## config.mk

```make
export PLATFORM = sky130hd
export DESIGN_NAME = reg_wb_queue_flat
export DESIGN_NICKNAME = d
export VERILOG_FILES = /design/src/rtl/reg_wb_queue_if.sv /design/src/rtl/reg_wb_queue.sv /design/src/flat_wrapper.sv
export SDC_FILE = /design/constraint.sdc
export NUM_CORES = 1
export LEC_CHECK = 0
export ABC_AREA = 1
export ABC_CLOCK_PERIOD_IN_PS = 5950
export BUFFER_PORTS_ARGS = -buffer_cell sky130_fd_sc_hd__buf_2
export CAP_MARGIN = 15
export CORE_UTILIZATION = 57
export CTS_CLUSTER_SIZE = 40
export DETAILED_ROUTE_END_ITERATION = 8
export GPL_TIMING_DRIVEN = 0
export PLACE_DENSITY_LB_ADDON = 0.12
export SYNTH_ARGS = -nofsm -noshare
export SYNTH_HDL_FRONTEND = slang
export SYNTH_SLANG_ARGS = --single-unit
export TNS_END_PERCENT = 30
```

## constraint.sdc

```tcl
create_clock -name Clk -period 5.95 [get_ports Clk]
set_input_delay 0.8925 -clock Clk [delete_from_list [all_inputs] [get_ports Clk]]
set_output_delay 0.8925 -clock Clk [all_outputs]
set_load 0.01 [all_outputs]
```

## src/rtl/reg_wb_queue_if.sv

```systemverilog
// reg_wb_queue_if
//   Writeback request channel into the register-file writeback queue.
//   master : requester (drives In_Valid/In_Wreg/In_Rn/In_Data, sees In_Ready)
//   slave  : reg_wb_queue (sees the request, drives In_Ready)
//   In_Valid  1   request present
//   In_Ready  1   queue can accept this cycle
//   In_Wreg   1   request writes a register (0 = consume, store nothing)
//   In_Rn     5   destination register number
//   In_Data   32  write data
interface reg_wb_queue_if;
    logic        In_Valid;
    logic        In_Ready;
    logic        In_Wreg;
    logic [4:0]  In_Rn;
    logic [31:0] In_Data;

    modport master (
        output In_Valid, In_Wreg, In_Rn, In_Data,
        input  In_Ready
    );

    modport slave (
        input  In_Valid, In_Wreg, In_Rn, In_Data,
        output In_Ready
    );
endinterface

```

## src/rtl/reg_wb_queue.sv

```systemverilog
// reg_wb_queue
//   Two-entry in-order writeback queue in front of a register file. Each
//   accepted request {Rn, Data} is stored and later drained one per cycle
//   (unless Hold) into registered D / one-hot En outputs.
//   Optional feature macro: R0_WRITE_GUARD_EN -- when defined, writes to
//   register 0 are consumed without storing and counted in Drop_Cnt;
//   when undefined they are queued normally and Drop_Cnt is tied to 0.
// Ports
//   Clk       in   sole clock, rising edge
//   Clrn      in   synchronous active-low reset
//   req       if   request channel (slave modport)
//   Hold      in   register-file stall, blocks draining
//   D         out  registered write data
//   En        out  registered one-hot write enable, zero when idle
//   Pend      out  entries queued (0..2)
//   Busy      out  Pend != 0 or En != 0
//   Drop_Cnt  out  saturating count of suppressed register-0 writes
module reg_wb_queue (
    input  logic            Clk,
    input  logic            Clrn,
    reg_wb_queue_if.slave   req,
    input  logic            Hold,
    output logic [31:0]     D,
    output logic [31:0]     En,
    output logic [1:0]      Pend,
    output logic            Busy,
    output logic [7:0]      Drop_Cnt
);

    // FIFO storage, intentionally not reset
    logic [4:0]  rn_q   [2];
    logic [31:0] data_q [2];

    logic        head_q, head_d;
    logic        tail_q, tail_d;
    logic [1:0]  pend_q, pend_d;
    logic [31:0] d_q, d_d;
    logic [31:0] en_q, en_d;

    logic accept;
    logic r0_hit;
    logic push;
    logic pop;

    assign req.In_Ready = (pend_q != 2'd2);

    always_comb begin
        accept = req.In_Valid && req.In_Ready && req.In_Wreg;
`ifdef R0_WRITE_GUARD_EN
        r0_hit = accept && (req.In_Rn == 5'd0);
`else
        r0_hit = 1'b0;
`endif
        push = accept && !r0_hit;
        pop  = (pend_q != 2'd0) && !Hold;
    end

    always_comb begin
        head_d = head_q;
        tail_d = tail_q;
        pend_d = pend_q;
        d_d    = d_q;
        en_d   = '0;

        if (pop) begin
            d_d    = data_q[head_q];
            en_d   = 32'h1 << rn_q[head_q];
            head_d = ~head_q;
        end

        if (push) begin
            tail_d = ~tail_q;
        end

        // push at Pend=2 is impossible (In_Ready=0), pop at Pend=0 likewise
        case ({push, pop})
            2'b10:   pend_d = pend_q + 2'd1;
            2'b01:   pend_d = pend_q - 2'd1;
            default: pend_d = pend_q;
        endcase
    end

    always_ff @(posedge Clk) begin
        if (!Clrn) begin
            head_q <= 1'b0;
            tail_q <= 1'b0;
            pend_q <= 2'd0;
            d_q    <= '0;
            en_q   <= '0;
        end else begin
            head_q <= head_d;
            tail_q <= tail_d;
            pend_q <= pend_d;
            d_q    <= d_d;
            en_q   <= en_d;
        end
    end

    always_ff @(posedge Clk) begin
        if (Clrn && push) begin
            rn_q[tail_q]   <= req.In_Rn;
            data_q[tail_q] <= req.In_Data;
        end
    end

`ifdef R0_WRITE_GUARD_EN
    logic [7:0] drop_q, drop_d;

    always_comb begin
        drop_d = drop_q;
        if (r0_hit && (drop_q != 8'hFF)) begin
            drop_d = drop_q + 8'd1;
        end
    end

    always_ff @(posedge Clk) begin
        if (!Clrn) begin
            drop_q <= '0;
        end else begin
            drop_q <= drop_d;
        end
    end

    assign Drop_Cnt = drop_q;
`else
    assign Drop_Cnt = '0;
`endif

    assign D    = d_q;
    assign En   = en_q;
    assign Pend = pend_q;
    assign Busy = (pend_q != 2'd0) || (en_q != 32'd0);

endmodule

```

## src/flat_wrapper.sv

```systemverilog
// flat-port wrapper written by rule: the top's interface ports become plain ports
module reg_wb_queue_flat 
  (Clk, Clrn, Hold, D, En, Pend, Busy, Drop_Cnt, req_In_Valid, req_In_Wreg, req_In_Rn, req_In_Data, req_In_Ready);
  reg_wb_queue_if req_i ();
  input  logic Clk;
  input  logic Clrn;
  input  logic Hold;
  output logic [31:0] D;
  output logic [31:0] En;
  output logic [1:0] Pend;
  output logic Busy;
  output logic [7:0] Drop_Cnt;
  input wire logic [$bits(req_i.In_Valid)-1:0] req_In_Valid;
  input wire logic [$bits(req_i.In_Wreg)-1:0] req_In_Wreg;
  input wire logic [$bits(req_i.In_Rn)-1:0] req_In_Rn;
  input wire logic [$bits(req_i.In_Data)-1:0] req_In_Data;
  output wire logic [$bits(req_i.In_Ready)-1:0] req_In_Ready;
  assign req_i.In_Valid = req_In_Valid;
  assign req_i.In_Wreg = req_In_Wreg;
  assign req_i.In_Rn = req_In_Rn;
  assign req_i.In_Data = req_In_Data;
  assign req_In_Ready = req_i.In_Ready;
  reg_wb_queue u_core (.Clk(Clk), .Clrn(Clrn), .req(req_i), .Hold(Hold), .D(D), .En(En), .Pend(Pend), .Busy(Busy), .Drop_Cnt(Drop_Cnt));
endmodule
```

* Word level (Yosys, flattened, before mapping)
Memory sizes are Yosys's and may differ from the RTL's. A register that Yosys moved wholly into a read port is not among the register bits.
Cells that the tools add are included.
** Word-level totals
- Register bits :: 36
- Latch bits :: 0
- Memory bits (writable) :: 74
- ROM bits :: 0
- Logic and storage cells :: 30
- Memories :: 2
** Memories
- u_core.data_q :: words 2, bits a word 32, read ports 1, clocked after memory_dff 1, write ports 1, RTL line reg_wb_queue.sv:32 : logic [31:0] data_q [2];
- u_core.rn_q :: words 2, bits a word 5, read ports 1, clocked after memory_dff 1, write ports 1, RTL line reg_wb_queue.sv:31 : logic [4:0] rn_q [2];
** Operators by class
- Add/sub/neg operators :: 2
- Multipliers :: 0
- Divide/modulo/power cells :: 0
- $lt $le $gt $ge :: 0
- Equal/unequal tests :: 3
- Shifts and indexed selects :: 1
- Multiplexer cells :: 5
- Bitwise gates (word level) :: 2
- Reductions and logical operators :: 11
** Operator list (number)
- $reduce_bool 32->1 :: 1
- $shl 1x5->32 const A :: 1
- $logic_and 1x1->1 :: 4
- $mux 1 :: 4
- $pmux 2 s2 :: 1
- $reduce_bool 2->1 :: 2
- $add 2x1->2 const B :: 1
- $eq 2x1->1 const B :: 1
- $eq 2x2->1 const B :: 1
- $logic_not 1->1 :: 2
- $ne 2x2->1 const B :: 1
- $not 1->1 :: 2
- $reduce_and 2->1 :: 1
- $sub 2x1->2 const B :: 1
- $logic_or 1x1->1 :: 1

* Logic depth before layout (Yosys ltp)
Gate-level depths: netlist of the first run.
- Depth after elaboration :: 6
- Gate-level depth with buffers :: 9

* Worst setup path after synthesis of the first run
No wires, ideal clock.
- Path kind :: in2reg
- Start point :: input port Clrn
- End point :: memory u_core.data_q[1][0], enable pin
- Setup time :: 431 ps
- Data arrival time :: 2842 ps
- Required time :: 5519 ps
- Slack :: 2676 ps
- Stages :: 4
- Path buffers :: 2
- Cells stage by stage :: buf_2 clkbuf_2 nand2_1 nor2_1
** On the way
- Longest elaborated chain between the ends :: 3
** Ends and longest elaborated chain
- start: declaration :: RTL line flat_wrapper.sv:6 : input logic Clrn;
- $logic_and 1x1->1 :: RTL line reg_wb_queue.sv:100 : if (Clrn && push) begin
- $mux 1 :: RTL line reg_wb_queue.sv:100
- $mux 1 (not written as such) :: RTL line reg_wb_queue.sv:102 : data_q[tail_q] <= req.In_Data;
- end: declaration :: RTL line reg_wb_queue.sv:32
Every way passes these cells.

* Worst setup path after layout of the first run
- Start point :: register u_core.pend_q[1] (netlist: u_core.Pend[1])
- End point :: output port Busy
** On the way
- Longest elaborated chain between the ends :: 2
** Ends and longest elaborated chain
- start: declaration :: RTL line reg_wb_queue.sv:36 : logic [1:0] pend_q, pend_d;
- start signal: assignment :: RTL line reg_wb_queue.sv:93 : pend_q <= pend_d;
- $reduce_bool 2->1 :: RTL line reg_wb_queue.sv:132 : assign Busy = (pend_q != 2'd0) || (en_q != 32'd0);
- $logic_or 1x1->1 :: RTL line reg_wb_queue.sv:132
- end: declaration :: RTL line flat_wrapper.sv:11 : output logic Busy;
Every way passes these cells.

==> out/qor.csv, run 1 <==
metric,value,unit
wire per inst,14.24,um
Resized cells post-CTS,0,
critical path buffer and inverter count,1,
Post-DP HPWL,7210,um
global-route wire length before repair,17740,um
register area,3603,sq um
setup violators final,0,
Hold Crit Class,flop to flop,
"Req. time, crit path",5.06,ns
"Clk Latency, worst-skew pair",0.51,ns
Syn Std Cell Area,5240,sq um
# diodes,0,
vias per cell,5.079,
die area,9580,sq um
pwr/cell area,377.5,nW/um^2
gr ovfl total,0,
Die Wd,97.88,um
outcome,finished with violations,
Netlist cell types,26,
RD Place Congestion,0.7734,
Worst Setup Start Kind,flop,
CP endpoint kind,output port,
setup repair bufs after CTS,0,
critical path class,flop to output port,
vias in the first global route,3713,
CTS tree,done,
synthesis warning total,0,
hold buffer count at cts,0,
Slew @ Worst Pin,0.5970,ns
num rows,34,
1st-pass router iterations,7,
P&R area growth vs syn,26.38,%
CTS Buf Count,17,
# clock sinks,143,
synthesized instance count,500,
WP data arrival,1.50,ns
port bufs,109,
Max Clk Rate,417.5,MHz
slowest CP cell,dfxtp_1,
setup TNS,0,ns
CP Max Fanout,5,
area of the multi-input gates,1330,sq um
I/O pins,118,
Fill cells,600,
final net count,680,
R2R Setup Slk,3.91,ns
Die Ht,97.88,um
Clock Skew,0.005015,ns
H-tree depth,4,
#FFs+latches synth,143,
Final WS setup,3.555,ns
crit share post-route,40.26,%
mean post-synth cell area,10.48,sq um
Tmin final,2.395,ns
"CTS clk-pin slew, worst paths",0.06,ns
worst vdd ir,0.2313,mV
Slew headroom,60.10,%
largest delay contributor family on the critical path,simple AND/OR/NAND/NOR gates,
antenna-violating nets left,0,
initial core utilization,59.51,%
number of max-cap violations,0,
failing checks,design-rule violations,
Fin. Hold Viols,0,
via count,3850,
core area,8806,sq um
CTS max path bufs,2,
Post-Route WL,10790,um
"Seq/Total Area, Yosys",68.77,%
Root Driver,clkbuf_8,
unrepaired setup endpoints after global routing,no,
worst path cell trace,"nor2_2, nand3_1, nor2_1, nand2_1, buf_2",
Slowest Stage Delay on Critical Path,0.36,ns
layout cells sized above 1,28.00,%
largest net degree at the start of global routing,22,
worst slack at placement,3.208,ns
final hold slack,0.5039,ns
DR iter-0 viols,192,
DRC,12,
Slew Limit Fails,0,
P_leak,0.002953,uW
Global Route Usage Sum,24.17,%
initial antenna violation count,0,
-- layout by cell type, fill, tap and decap left out, drive strengths merged, types with 16 or more instances in the layout --
cell	netlist	routed
inv	44	46
dfxtp	69	69
edfxtp	74	74
nand2	49	49
nand3	16	16
o21ai	72	72
buf	22	133
clkbuf	7	24
nor2	132	132
-- synth_stat cells (all sizes together) --
cell type	number	area (sq um)
inv	44	165.2
buf	22	150.1
or2	1	6.260
nand2	49	188.9
a21oi	3	15.01
o21ai	72	375.4
edfxtp	74	2222
nand3	16	85.08
clkbuf	7	28.78
a31oi	1	6.260
conb	1	3.750
nor2	132	538.0
clkinv	1	3.750
nand3b	1	20.02
nand4	6	37.54
ha	1	12.51
dfxtp	69	1381
-- sequential cells by signal (all words and copies together) (netlist names), named ones only --
register       count
u_core.data_q     64
u_core.tail_q      1
u_core.head_q      1
u_core.D          32
u_core.En         32
u_core.Pend        2
u_core.rn_q       10
-- kinds of logic (layout without fill, tap and decap cells) --
group | count (synthesis) | count (layout) | share of synthesized area, %
other | 1 | 8 | 0.07156
DFF | 143 | 143 | 68.77
adders and majority gates | 1 | 1 | 0.2387
buffers and inverters | 74 | 217 | 6.638
and+or+nand+nor | 205 | 205 | 16.71
AOI/OAI and AO/OA | 76 | 76 | 7.569
-- metrics by stage --
step                      cell area [sq um]  cells  utilization (%)  power [uW]
after floorplan                        5266    507                -        1324
after global placement                 5947    724            67.53        1425
after detailed placement               6017    726            68.33        1440
after CTS                              6623    758            75.21        2506
after global routing                   6623    758            75.21        2590
final                                  6623    758            75.21        2500
-- power breakdown --
part	internal, uW	switching (uW)
Sequential	1090	26.7
Clock	678	400
Combinational	108	195
Total	1880	621
-- routing by layer --
metal  vias up  part of all wire [%]  wire, um  GRT usage [%]
met1      1789                    42      4501          30.05
met5         -                     0         0              0
met4         0                   1.6       170          10.61
met2       144                    51      5457          41.06
li1       1901                     -         -              -
met3        16                   6.2       665          4.868
-- cell type report --
cell class | count | share of cell area (%)
flip-flops and latches | 143 | 54.41
multi-input cells | 290 | 20.08
repair buffers | 111 | 9.069
clock buffers | 17 | 6.254
clock inverters | 15 | 2.891
plain buffers | 29 | 2.702
inverters | 45 | 2.551
well taps | 108 | 2.040
-- final timing paths --
check                                                  from                        endpoint  cells past startpoint
worst min-delay path               u_core.D[0]$_SDFFE_PN0P_        u_core.D[0]$_SDFFE_PN0P_                      2
worst min register to register     u_core.D[0]$_SDFFE_PN0P_        u_core.D[0]$_SDFFE_PN0P_                      2
worst max register to register  u_core.Pend[0]$_SDFFE_PN0P_  u_core.data_q[1][23]$_DFFE_PP_                      5
worst max-delay path            u_core.Pend[1]$_SDFFE_PN0P_                            Busy                      5
-- worst register-to-register path, cell delays in order (launching register included) --
cell and delay (ns):
dfxtp_1 0.42, inv_1 0.10, nand2_1 0.13, nand3_1 0.27, nor2_4 0.56, buf_16 0.25
(Power assumes the default switching activity.)
==> run 2: changes to the inputs <==
Settings changed: ABC_CLOCK_PERIOD_IN_PS 5950 to 2400, CORE_UTILIZATION 57 to 53.
Clock period 5.95 ns to 2.4 ns, I/O delays scaled along.
==> run 2 against run 1 <==
The flow now finishes without violations. Non-clock buffer count is the same. Global-route usage is 2.2 points lower. Clock power up 150%. Sequential power increased by 150%. Hold slack worse by 0.48 ns. Critical endpoint unchanged. Highest routed layer unchanged.
==> out/qor.csv, run 2 (synthesized netlist as in run 1, its figures left out) <==
metric,value,unit
most frequent cells in the layout,"nor2_1, buf_2, edfxtp_1",
antenna-violating nets left,0,
Critical path origin,u_core.Pend[1]$_SDFFE_PN0P_,
Clock Skew,0.009751,ns
reg2reg start,u_core.Pend[0]$_SDFFE_PN0P_,
Finished Core Util,70.46,%
Global Route Usage Sum,21.96,%
Fill cells,748,
most flop-heavy register,u_core.data_q,
Die Ht,101.4,um
pwr/cell area,932.8,nW/um^2
wire length on met2,5081,um
worst slack at placement,0.4439,ns
R2R Setup Slk,0.62,ns
global-route wire length before repair,16620,um
"commonest non-fill, non-tap cell in the layout",nor2_1,
vias in the first global route,3528,
via count,3808,
length of routed wiring on met1,4494,um
DRC,0,
I/O pins,118,
port bufs,109,
DR iter-0 viols,119,
outcome,"finished, final reports clean",
Tmin final,1.875,ns
CTS max path bufs,2,
critical path class,flop to output port,
CP Max Fanout,5,
initial core utilization,55.65,%
metal3 WL,529,um
final net count,680,
layout cells sized above 1,27.85,%
WP data arrival,1.51,ns
hold buffer count at cts,0,
# diodes,0,
Die Wd,101.4,um
setup repair bufs after CTS,0,
setup violators final,0,
initial antenna violation count,0,
Fin. Hold Viols,0,
P_leak,0.002944,uW
wire per inst,13.25,um
max layer used,met4,
"Req. time, crit path",2.04,ns
unrepaired setup endpoints after global routing,no,
vias per cell,4.888,
Max Clk Rate,533.4,MHz
CP endpoint kind,output port,
gr ovfl total,0,
area of the multi-input gates,1330,sq um
"Clk Latency, worst-skew pair",0.52,ns
1st-pass router iterations,4,
Final WS setup,0.5251,ns
Slew Limit Fails,0,
core area,9415,sq um
"CTS clk-pin slew, worst paths",0.06,ns
die area,10290,sq um
Hold Crit Class,input port to flop,
CTS Buf Count,17,
Worst Hold End,u_core.data_q[0][22]$_DFFE_PP_,
# clock sinks,143,
Worst Setup Start Kind,flop,
num rows,35,
Post-Route WL,10320,um
Root Driver,clkbuf_8,
Hold Path Depth,1,
max reg flops,64,
Resized cells post-CTS,0,
H-tree depth,4,
crit share post-route,78.12,%
reg2reg path depth,5,
RD Place Congestion,0.7658,
register area,3603,sq um
number of max-cap violations,0,
Worst R2R End,u_core.data_q[0][29]$_DFFE_PP_,
P&R area growth vs syn,26.60,%
launch point of the worst hold path,req_In_Data[22],
CTS tree,done,
worst vdd ir,0.5136,mV
Post-DP HPWL,7030,um
largest net degree at the start of global routing,32,
## run 2: final cells by class
type	count	share of cell area, %
well taps	129	2.433
clock buffers	22	6.677
flip-flops and latches	143	54.32
clock inverters	10	2.452
multi-input cells	290	20.05
plain buffers	29	2.697
inverters	45	2.546
repair buffers	111	8.827
## run 2: worst max-delay path by stage
stage / slack [ns] / endpoint
floorplan: -0.40 / u_core.data_q[0][0]$_DFFE_PP_
CTS: 0.53 / Busy
global placement: -1.59 / u_core.data_q[1][3]$_DFFE_PP_
detailed placement: 0.44 / u_core.data_q[1][29]$_DFFE_PP_
global route: 0.46 / Busy
finish: 0.53 / Busy
## run 2: layer usage
| layer | track usage, % | vias to the layer above |
|---|---|---|
| met5 | 0 | - |
| met4 | 9.699 | 0 |
| met3 | 5.176 | 22 |
| met2 | 36.68 | 135 |
| met1 | 27.39 | 1756 |
| li1 | - | 1895 |
## run 2: worst max-delay path, cell delays in order (launching register included)
cell	delay, ns
dfxtp_1	0.35
nor2_2	0.22
nand3_1	0.14
nor2_1	0.12
nand2_1	0.05
buf_2	0.13
## run 2: metrics by stage
step,hold WS (ns),setup TNS (ns),total power [uW],instance area (sq um),instances
finish,0.02868,0,6188,6634,779
global route,0.01425,0,6434,6634,779
CTS,0.01280,0,6220,6634,779
detailed placement,0.4930,0,3565,6028,747
global placement,0.4855,-110.48,3539,5973,745
floorplan,0.4589,-29.34,3283,5266,507
## run 2: report_power, final
group,internal [uW],leakage [uW],switching (uW),total (uW)
registers,2710,0.00123,64.7,2770
logic,265,0.00142,475,739
clock network,1720,0.000289,960,2670
==> run 3: changes to the inputs <==
Settings changed: ABC_AREA 1 to 0, ABC_CLOCK_PERIOD_IN_PS 2400 to 1900.
Clock period 2.4 ns to 1.9 ns, I/O delays scaled along.
==> run 3 against run 2 <==
The run now ends with negative setup slack left. Flip-flop and latch count unchanged. Worst setup slack worse by 0.61 ns. Via count down 8.1%. First-iteration DRC count down 5.9%. Largest cell class unchanged.
==> out/qor.csv, run 3 <==
metric,value,unit
synthesized instance count,360,
die area,9879,sq um
Global Route Usage Sum,22.94,%
vias in the first global route,3559,
Finished Core Util,75.35,%
"Req. time, crit path",1.62,ns
num rows,35,
WP data arrival,1.70,ns
Clock Skew,0.008762,ns
Slew Limit Fails,0,
core area,9196,sq um
pwr/cell area,1344,nW/um^2
DRC,0,
worst vdd ir,0.8601,mV
antenna-violating nets left,0,
worst path cell trace,"nor4_1, nand4_1, or3_1, buf_2",
total power,9315,uW
Die Wd,99.40,um
vias per cell,5.305,
outcome,finished with violations,
Slew @ Worst Pin,0.9587,ns
Post-DP HPWL,6515,um
Slew headroom,36.09,%
"commonest non-fill, non-tap cell in the layout",buf_2,
reg2reg start,u_core.Pend[0]$_SDFFE_PN0P_,
CP Max Fanout,2,
P_leak,0.002686,uW
Netlist cell types,37,
Fin. Hold Viols,0,
mean post-synth cell area,13.96,sq um
launch point of the worst hold path,req_In_Valid,
largest net degree at the start of global routing,38,
Tmin final,1.986,ns
Die Ht,99.40,um
# diodes,0,
top post-synthesis cells by count,"edfxtp_1, dfxtp_1, nor2_1",
most frequent cells in the layout,"buf_2, edfxtp_1, dfxtp_1",
final net count,579,
1st-pass router iterations,6,
#FFs+latches synth,143,
via count,3501,
synthesis warning total,0,
"Clk Latency, worst-skew pair",0.52,ns
number of max-cap violations,0,
failing checks,negative setup slack,
initial core utilization,54.67,%
setup TNS,-0.08574,ns
final hold slack,0.1163,ns
most flop-heavy register,u_core.data_q,
post-synth top area cell,edfxtp_1,
setup violators final,1,
port bufs,109,
unrepaired setup endpoints after global routing,yes,
initial antenna violation count,0,
Max Clk Rate,503.6,MHz
slowest CP cell,or3_1,
Post-Route WL,10980,um
Hold Crit Class,input port to flop,
gr ovfl total,0,
RD Place Congestion,0.7940,
# clock sinks,143,
DR iter-0 viols,112,
placed cell areas,5758,sq um
Critical path origin,u_core.En[0]$_SDFF_PP0_,
Syn Std Cell Area,5027,sq um
async set-reset flop share out of synthesis,0,%
wire per inst,16.63,um
H-tree depth,4,
crit share post-route,104.5,%
"Seq/Total Area, Yosys",71.68,%
most frequent cell after synthesis,edfxtp_1,
Final WS setup,-0.08574,ns
post-synth top area share,44.20,%
number of synthesized flops with an enable pin,74,
CTS Buf Count,17,
P&R area growth vs syn,37.83,%
global-route wire length before repair,16820,um
Root Driver,clkbuf_8,
Worst Setup Start Kind,flop,
Area contributors post-synth,"edfxtp_1, dfxtp_1, mux2i_1",
top_reg_cell synth,edfxtp_1,
"CTS clk-pin slew, worst paths",0.06,ns
Final Instance Area,6929,sq um
critical path class,flop to output port,
max reg flops,64,
layout cells sized above 1,34.24,%
Slowest Stage Delay on Critical Path,0.34,ns
CTS tree,done,
CP endpoint kind,output port,
CTS max path bufs,2,
I/O pins,118,
-- run 3: cell type report --
| cell class | count | area (sq um) |
|---|---|---|
| Buffer | 27 | 156.4 |
| Clock buffer | 19 | 431.7 |
| Clock inverter | 13 | 209.0 |
| Fill cell | 615 | 2267 |
| Inverter | 4 | 15.01 |
| Multi-Input combinational cell | 194 | 1385 |
| Sequential cell | 143 | 3610 |
| Tap cell | 111 | 138.9 |
| Timing Repair Buffer | 149 | 983.4 |
-- run 3: worst max-delay path, delay by kind of cell (launching register included) --
kind	cells	cell delay, ns
AND/OR/NAND/NOR	3	0.74
flip-flops	1	0.31
buffers and inverters	1	0.14
-- run 3: per-layer routing --
layer  global-route usage (%)  vias to the layer above  part of all wire [%]
li1                         -                     1685                     -
met4                    11.54                        0                   2.1
met2                    41.51                      115                    53
met1                    25.04                     1681                    40
met3                    5.622                       20                   4.7
met5                        0                        -                     0
-- run 3: stage by stage --
step / instances / worst slack [ns]
after floorplan: 367 / 0.07206
after global placement: 587 / -0.2249
after detailed placement: 587 / -0.2521
after CTS: 656 / -0.1940
after global routing: 660 / -0.1873
final: 660 / -0.08574
-- run 3: kinds of logic after synthesis --
family	synth area share (%)
AO/OA/AOI/OAI	6.421
XOR/XNOR	0.5227
adder cells (fa/ha/maj)	0.2488
buffers and inverters	3.211
flip-flops	71.68
multiplexers	7.242
other	0.07459
AND/OR/NAND/NOR	10.60
-- run 3: what timing repair did --
action | CTS | global route
buffers inserted | 0 | 2
gates resized for setup | 8 | 9
pin swaps | 1 | 7
setup endpoints to repair | 76 | 62
hold buffers | 37 | 0
endpoints found under the hold margin | 74 | 0
gates cloned | 0 | 1
-- run 3: worst paths after layout --
check,cells past startpoint,slack (ns),end
worst min-delay path,3,0.12,u_core.tail_q$_SDFFE_PN0P_
worst max-delay path,4,-0.09,Busy
worst min register to register,2,0.50,u_core.D[19]$_SDFFE_PN0P_
worst max register to register,3,0.03,u_core.data_q[1][16]$_DFFE_PP_
-- run 3: power by group --
part / switching (uW) / internal, uW
clock network: 1260 / 2300
logic: 1150 / 829
registers: 197 / 3580
